--- src/rtl/ram_ctrl_if.sv ---
// Request bus and array-side signals between a requester and the ram_ctrl
// sequencer for an 8x8 SRAM array.
interface ram_ctrl_if;
    logic       req;
    logic       we;
    logic [2:0] addr;
    logic [7:0] wdata;
    logic [7:0] sa_q;
    logic       ready;
    logic [2:0] dec_a;
    logic       dec_en;
    logic       pre;
    logic       wen;
    logic [7:0] din;
    logic       sae;
    logic [7:0] rdata;
    logic       rvalid;
    logic       wdone;

    modport slave (
        input  req, we, addr, wdata, sa_q,
        output ready, dec_a, dec_en, pre, wen, din, sae, rdata, rvalid, wdone
    );

    modport master (
        output req, we, addr, wdata, sa_q,
        input  ready, dec_a, dec_en, pre, wen, din, sae, rdata, rvalid, wdone
    );
endinterface

--- src/rtl/ram_ctrl.sv ---
// SRAM access sequencer: precharge, wordline, sense, done.
// All array controls are decoded from the registered state only.
module ram_ctrl #(
    parameter int unsigned PRE_CYC = 1,
    parameter int unsigned WL_CYC  = 2
) (
    input  logic       clk,
    input  logic       rst_n,
    ram_ctrl_if.slave  bus
);

    typedef enum logic [2:0] {
        IDLE,
        PRE,
        ACT,
        SENSE,
        DONE
    } state_t;

    localparam logic [3:0] PRE_LOAD = 4'(PRE_CYC - 1);
    localparam logic [3:0] WL_LOAD  = 4'(WL_CYC - 1);

    state_t     state_q, state_d;
    logic [3:0] cnt_q, cnt_d;
    logic [2:0] addr_q;
    logic       we_q;
    logic [7:0] wdata_q;
    logic [7:0] rdata_q;

    logic       ready_d, dec_en_d, pre_d, wen_d, sae_d, rvalid_d, wdone_d;

    // State register, request latch and read-data capture.
    always_ff @(posedge clk) begin
        if (!rst_n) begin
            state_q <= IDLE;
            cnt_q   <= '0;
            addr_q  <= '0;
            we_q    <= 1'b0;
            wdata_q <= '0;
            rdata_q <= '0;
        end else begin
            state_q <= state_d;
            cnt_q   <= cnt_d;
            if (state_q == IDLE && bus.req) begin
                addr_q  <= bus.addr;
                we_q    <= bus.we;
                wdata_q <= bus.wdata;
            end
            if (state_q == SENSE) begin
                rdata_q <= bus.sa_q;
            end
        end
    end

    // Next-state with phase-counter reload on entry, and Moore output decode.
    always_comb begin
        state_d  = state_q;
        cnt_d    = cnt_q;
        ready_d  = 1'b0;
        dec_en_d = 1'b0;
        pre_d    = 1'b0;
        wen_d    = 1'b0;
        sae_d    = 1'b0;
        rvalid_d = 1'b0;
        wdone_d  = 1'b0;
        case (state_q)
            IDLE: begin
                ready_d = 1'b1;
                if (bus.req) begin
                    state_d = PRE;
                    cnt_d   = PRE_LOAD;
                end
            end
            PRE: begin
                pre_d = 1'b1;
                if (cnt_q == 4'd0) begin
                    state_d = ACT;
                    cnt_d   = WL_LOAD;
                end else begin
                    cnt_d = cnt_q - 4'd1;
                end
            end
            ACT: begin
                dec_en_d = 1'b1;
                wen_d    = we_q;
                if (cnt_q == 4'd0) begin
                    state_d = we_q ? DONE : SENSE;
                    cnt_d   = '0;
                end else begin
                    cnt_d = cnt_q - 4'd1;
                end
            end
            SENSE: begin
                dec_en_d = 1'b1;
                sae_d    = 1'b1;
                state_d  = DONE;
                cnt_d    = '0;
            end
            DONE: begin
                rvalid_d = ~we_q;
                wdone_d  = we_q;
                state_d  = IDLE;
                cnt_d    = '0;
            end
            default: begin
                state_d = IDLE;
                cnt_d   = '0;
            end
        endcase
    end

    assign bus.ready  = ready_d;
    assign bus.dec_a  = addr_q;
    assign bus.dec_en = dec_en_d;
    assign bus.pre    = pre_d;
    assign bus.wen    = wen_d;
    assign bus.din    = wdata_q;
    assign bus.sae    = sae_d;
    assign bus.rdata  = rdata_q;
    assign bus.rvalid = rvalid_d;
    assign bus.wdone  = wdone_d;

endmodule

--- src/flat_wrapper.sv ---
// flat-port wrapper written by rule: the top's interface ports become plain ports
module ram_ctrl_flat 
#(
    parameter int unsigned PRE_CYC = 1,
    parameter int unsigned WL_CYC  = 2
)
  (clk, rst_n, bus_req, bus_we, bus_addr, bus_wdata, bus_sa_q, bus_ready, bus_dec_a, bus_dec_en, bus_pre, bus_wen, bus_din, bus_sae, bus_rdata, bus_rvalid, bus_wdone);
  ram_ctrl_if bus_i ();
  input  logic clk;
  input  logic rst_n;
  input wire logic [$bits(bus_i.req)-1:0] bus_req;
  input wire logic [$bits(bus_i.we)-1:0] bus_we;
  input wire logic [$bits(bus_i.addr)-1:0] bus_addr;
  input wire logic [$bits(bus_i.wdata)-1:0] bus_wdata;
  input wire logic [$bits(bus_i.sa_q)-1:0] bus_sa_q;
  output wire logic [$bits(bus_i.ready)-1:0] bus_ready;
  output wire logic [$bits(bus_i.dec_a)-1:0] bus_dec_a;
  output wire logic [$bits(bus_i.dec_en)-1:0] bus_dec_en;
  output wire logic [$bits(bus_i.pre)-1:0] bus_pre;
  output wire logic [$bits(bus_i.wen)-1:0] bus_wen;
  output wire logic [$bits(bus_i.din)-1:0] bus_din;
  output wire logic [$bits(bus_i.sae)-1:0] bus_sae;
  output wire logic [$bits(bus_i.rdata)-1:0] bus_rdata;
  output wire logic [$bits(bus_i.rvalid)-1:0] bus_rvalid;
  output wire logic [$bits(bus_i.wdone)-1:0] bus_wdone;
  assign bus_i.req = bus_req;
  assign bus_i.we = bus_we;
  assign bus_i.addr = bus_addr;
  assign bus_i.wdata = bus_wdata;
  assign bus_i.sa_q = bus_sa_q;
  assign bus_ready = bus_i.ready;
  assign bus_dec_a = bus_i.dec_a;
  assign bus_dec_en = bus_i.dec_en;
  assign bus_pre = bus_i.pre;
  assign bus_wen = bus_i.wen;
  assign bus_din = bus_i.din;
  assign bus_sae = bus_i.sae;
  assign bus_rdata = bus_i.rdata;
  assign bus_rvalid = bus_i.rvalid;
  assign bus_wdone = bus_i.wdone;
  ram_ctrl #(.PRE_CYC(PRE_CYC), .WL_CYC(WL_CYC)) u_core (.clk(clk), .rst_n(rst_n), .bus(bus_i));
endmodule
--- config.mk ---
export PLATFORM = sky130hd
export DESIGN_NAME = ram_ctrl_flat
export DESIGN_NICKNAME = d
export VERILOG_FILES = /design/src/rtl/ram_ctrl_if.sv /design/src/rtl/ram_ctrl.sv /design/src/flat_wrapper.sv
export SDC_FILE = /design/constraint.sdc
export NUM_CORES = 1
export LEC_CHECK = 0
export ABC_CLOCK_PERIOD_IN_PS = 1750
export CORE_MARGIN = 2
export CORE_UTILIZATION = 43
export CTS_CLUSTER_SIZE = 14
export DETAILED_ROUTE_END_ITERATION = 10
export GPL_ROUTABILITY_DRIVEN = 0
export PLACE_DENSITY = 0.79
export SLEW_MARGIN = 10
export SYNTH_ARGS = -nofsm -noshare
export SYNTH_HDL_FRONTEND = slang
export SYNTH_SLANG_ARGS = --single-unit
--- constraint.sdc ---
create_clock -name clk -period 1.75 [get_ports clk]
set_input_delay 0.175 -clock clk [delete_from_list [all_inputs] [get_ports clk]]
set_output_delay 0.175 -clock clk [all_outputs]
set_load 0.03 [all_outputs]
==> Yosys cells after proc, flatten, opt, wreduce, memory -nomap -nowiden <==
Index checks and enable logic that the tools add are counted.
{ "totals": {"register_bits": 27, "latchBits": 0, "ramBits": 0, "romBits": 0, "out_inout_bits": 26, "wordCells": 36, "n_memories": 0} }
{ "op_classes": {"addsub": 1, "multipliers": 0, "div_mod_pow": 0, "n_lt_le_gt_ge": 0, "n_eq_ne": 7, "shift": 0, "n_mux": 16, "n_bitwise": 1, "reduce_logical": 5} }
{ "ops": {"columns": ["cell", "count"], "rows": [
  ["3-bit two-way mux", 4],
  ["4-bit two-way mux", 3],
  ["3-bit case mux with 4 select lines", 1],
  ["4-bit case mux with 3 select lines", 1],
  ["1-bit two-way mux", 7],
  ["3-bit by 2-bit equality test with 1-bit output, second input constant", 2],
  ["4-bit zero test", 1],
  ["2-bit by 1-bit inequality test with 1-bit output, second input constant", 2],
  ["4-bit by 1-bit subtractor with 4-bit output, second input constant", 1],
  ["3-bit by 1-bit equality test with 1-bit output, second input constant", 1],
  ["3-bit equality test, second input constant", 1],
  ["3-bit zero test", 1],
  ["3-bit AND reduction", 1],
  ["2-bit inequality test, second input constant", 1],
  ["2-bit OR reduction", 1],
  ["1-bit logical AND", 1],
  ["1-bit NOT", 1]
]} }

==> Longest topological paths before layout <==
{ "depth": {"depth_word": 3, "ltp_mapped": 6, "ltp_nobuf": 6} }

==> Worst setup path after synthesis <==
No wires, ideal clock.
{ "synth_path": {"path_kind": "register to register", "from": "register u_core.state_q[0]", "to": "register u_core.cnt_q[0]", "setup_ns": 0.070, "t_arrival_ns": 1.641, "required_ns": 1.680, "setup_slack_ns": 0.039, "path_stages_with_launch": 5, "synth_period_minus_slack_ns": 1.711, "cell_sequence": "dfxtp_1 buf_4 nor3b_1 o211ai_1 a21boi_1"} }
{ "synth_between": {"elab_chain_cells": 2, "elab_cells_between_ends": 5, "classes_between": "3 x eq/ne; 1 x mux; 1 x reduce/logical"} }
{ "synth_lines": {"columns": ["element", "line", "source"], "rows": [
  ["start: declaration", "ram_ctrl.sv:23", "state_t state_q, state_d;"],
  ["start signal: assignment", "ram_ctrl.sv:42", "state_q <= state_d;"],
  ["3-bit by 2-bit equality test with 1-bit output, or another cell as far along", "ram_ctrl.sv:66", "case (state_q)"],
  ["4-bit case mux with 3 select lines or 2-bit inequality test (tied branches)", null, null],
  ["end signal: assignment", "ram_ctrl.sv:43", "cnt_q <= cnt_d;"],
  ["end: declaration", "ram_ctrl.sv:24", "logic [3:0] cnt_q, cnt_d;"]
]} }
Parallel ways exist; a longest one is shown, timed or not.
A chain may end at the register's enable or synchronous reset.

==> Worst setup path in the final report <==
{ "layout_path": {"from": "register u_core.state_q[2]", "to": "output port bus_sae"} }
{ "layout_between": {"elab_chain_cells": 2} }
{ "layout_lines": {"columns": ["element", "line", "source"], "rows": [
  ["3-bit by 2-bit equality test with 1-bit output", "ram_ctrl.sv:66", null],
  ["1-bit two-way mux", "ram_ctrl.sv:66", null],
  ["end: declaration", "flat_wrapper.sv:22", "output wire logic [$bits(bus_i.sae)-1:0] bus_sae;"]
]} }
No other way between the ends.

==> summary.md <==
| Metric | Value |
|---|---|
| Result of the run | finished, final reports clean |
| Final Hold Slack | 374 ps |
| Overall die area | 0.00338 mm2 |
| Number of max-capacitance violations reported | 0 |
| Int Pwr | 1050 uW |
| Share of total power in sequential cells | 43.1% |
| Largest net degree at the start of global routing | 18 |
| Core Box Area | 0.00278 mm2 |
| Period minus WS final | 1600 ps |
| CP startpoint kind | flip-flop |
| I/O pin count | 49 |
| Hold_buf cts | 0 |
| Number of cells produced by synthesis | 148 |
| Synthesis warning total | 0 |
| Number of enable flip-flop cells after synthesis | 0 |
| Worst Path Max Fanout | 9 |
| Class of the most critical setup path | flip-flop to output pin |
| Worst VDD drop | 584 uV |
| Via count | 1180 |
| DRC violation count after routing | 0 |
| Number of cells in the finished layout apart from fillers | 228 |
| Floorplan die height | 58.2 um |
| Sequential fraction of the synthesis area | 42.9% |
| GRT Residual Overflow | 0 |
| Slew HR | 70.1% |
| Met1 layer wirelength in the final routing | 1220 um |
| Synth-to-layout area growth | 41.9% |
| Fin. Hold Viols | 0 |
| Unrepaired setup endpoints after global routing | false |
| Inserted Diodes | 0 |
| Wire length per cell | 13.1 um |
| CTS clk-pin slew, worst paths | 150 ps |
| Placed Instances | 224 |
| Number of nets in the layout | 223 |
| Detail Route Antenna Nets | 0 |
| Mean instance size in the synthesized netlist | 8.52 um2 |
| Final total negative setup slack | 0 ps |
| Max frequency | 0.624 GHz |
| Combinational Power Share | 40.6% |
| Chip Width | 58.2 um |
| Share of power burned in the clock network | 16.2% |
| TritonCTS clock tree | built |
| Placement row count | 19 |
| Net Count, Synth | 173 |
| Total net switching power | 621 uW |
| Clock sink total | 27 |
| Worst-Skew Late Latency | 330 ps |
| Count of different cell masters after synthesis | 35 |
| Number of DRC markers in iteration 0 | 25 |
| Final cycle utilization of the critical path | 91.6% |
| Most instantiated flip-flop cell in the synthesis netlist | dfxtp_1 |
| Count of final setup violators | 0 |
| Data arrival time of the worst path | 1430 ps |
| Number of buffers created by CTS | 3 |
| Total GRT Usage | 18.8% |
| HPWL after DPL | 2310 um |
| Leak | 0.000690 uW |
| Worst Setup End Kind | output pin |
| Total length of routed met3 wires | 126 um |
| Async set-reset flop share out of synthesis | 0% |
| Clock Tree Buf Depth | 2 |
| Synthesis-stage register bit count | 27 |
| Clock H-tree levels | 1 |
| Global-route wire length before repair | 4930 um |
| Uppermost signal routing layer after detailed routing | met4 |
| Number of iterations in the first detailed-routing pass | 4 |
| Required @ worst endpoint | 1570 ps |
| Worst Skew | 7.63 ps |
| Clock root buffer | clkbuf_4 |
| Post-cts resize count | 5 |
| Wire length reported by the detailed router | 3000 um |
| Mapped cell area | 0.00126 mm2 |
| Vias in the first global route | 1124 |
| Detailed route wirelength on metal2 | 1610 um |
| Port Buf Inserts | 48 |
| Number of antenna violations at the first check in global routing | 0 |
| Fraction of final layout cells with drive strength greater than 1 | 11.2% |
| Slew @ Worst Pin | 447 ps |
| Starting utilization of the core area | 45.3% |
| # Post-CTS Setup Buffers | 0 |
| PD cells | 933 mW/mm2 |
| Final slew viol count | 0 |
| Hold Crit Class | input port to flip-flop |
| Fraction of power spent switching nets | 37.2% |
| Post-DR vias/cell | 5.18 |
[worst max-delay path, cell delays in order, from the launching register on]
cell	delay (ps)
dfxtp_1	370
nand2b_2	210
inv_2	60
buf_4	160
nand2_4	100
inv_1	70
buf_4	150
[cells in the mapped netlist (all sizes together) (3+ instances only)]
| cell | instances | area (um2) |
|---|---|---|
| buf | 6 | 46.3 |
| nand3 | 10 | 50.1 |
| nor3b | 4 | 40.0 |
| a21boi | 22 | 165 |
| a21oi | 3 | 15.0 |
| nand2 | 38 | 150 |
| nor2 | 5 | 18.8 |
| nand2b | 3 | 21.3 |
| o21ai | 4 | 20.0 |
| inv | 4 | 15.0 |
| dfxtp | 27 | 541 |
| nor3 | 6 | 35.0 |
| clkbuf | 3 | 11.3 |
[cell type report]
| class | count | area (um2) |
|---|---|---|
| inverters | 4 | 15.0 |
| flip-flops and latches | 27 | 541 |
| clock buffers | 3 | 22.5 |
| well taps | 31 | 38.8 |
| multi-input cells | 108 | 653 |
| clock inverters | 1 | 5.00 |
| fillers | 251 | 992 |
| repair buffers | 54 | 514 |
[final timing paths]
path                         end                 from  depth (start not counted)  slack, ps
min            u_core.bus.din[2]         bus_wdata[2]                          3        370
min reg2reg  u_core.bus.rdata[5]  u_core.bus.rdata[5]                          2        460
max reg2reg    u_core.state_q[0]      u_core.cnt_q[0]                          6        220
max                      bus_sae    u_core.state_q[2]                          6        150
[power by group through the flow]
stage / registers [uW] / clock network [uW] / logic, uW
6_report: 719 / 271 / 678
5_1_grt: 728 / 300 / 738
4_1_cts: 719 / 278 / 679
3_5_place_dp: 733 / 0 / 689
3_3_place_gp: 728 / 0 / 668
2_1_floorplan: 794 / 0 / 400
[state kept, by name (all words and copies together), names as in the netlist]
| register | count |
|---|---|
| u_core.we_q | 1 |
| u_core.state_q | 3 |
| u_core.bus.rdata | 8 |
| u_core.cnt_q | 4 |
| u_core.bus.dec_a | 3 |
| u_core.bus.din | 8 |
[through the flow]
stage / instance area (um2) / total power [uW] / utilization (%) / setup WS [ps]
floorplan: 1260 / 1190 / - / 38.5
detailed placement: 1760 / 1420 / 63.4 / 257
global route: 1790 / 1770 / 64.3 / 40.5
CTS: 1780 / 1680 / 64.1 / 78.4
global placement: 1760 / 1400 / 63.4 / 269
finish: 1790 / 1670 / 64.3 / 147
[layer usage]
layer / track usage [%] / vias up
met5: 0 / -
met4: 6.31 / 0
met3: 2.90 / 4
met2: 36.0 / 25
met1: 20.8 / 558
li1: - / 593
[cell usage in the layout, fill, tap and decap left out, drive strengths merged]
master         synthesis  routed
a21oi                  3       3
and3b                  1       1
nor4                   2       2
dfxtp                 27      27
nor4bb                 1       1
clkbuf                 3       3
dlygate4sd2            0       5
and2                   1       1
o211ai                 1       1
nor3                   6       6
nand2b                 3       3
buf                    6       8
clkinv                 0       1
nand3                 10      10
mux2i                  1       1
nor3b                  4       4
ha                     2       2
nand4b                 1       1
a21boi                22      22
xnor2                  1       1
o21ai                  4       4
clkdlybuf4s50          0      41
nand2                 38      38
or3b                   1       1
nor2b                  1       1
nor2                   5       5
inv                    4       4
[cell families after synthesis]
kind of cell / Yosys count / share of synthesized area, %
and+or+nand+nor: 74 / 31.4
AOI/OAI and AO/OA: 30 / 16.5
DFF: 27 / 42.9
buffers and inverters: 13 / 5.75
adders and majority gates: 2 / 1.98
xor gates and xnor gates: 1 / 0.695
muxes: 1 / 0.794
(Power assumes the default switching activity.)
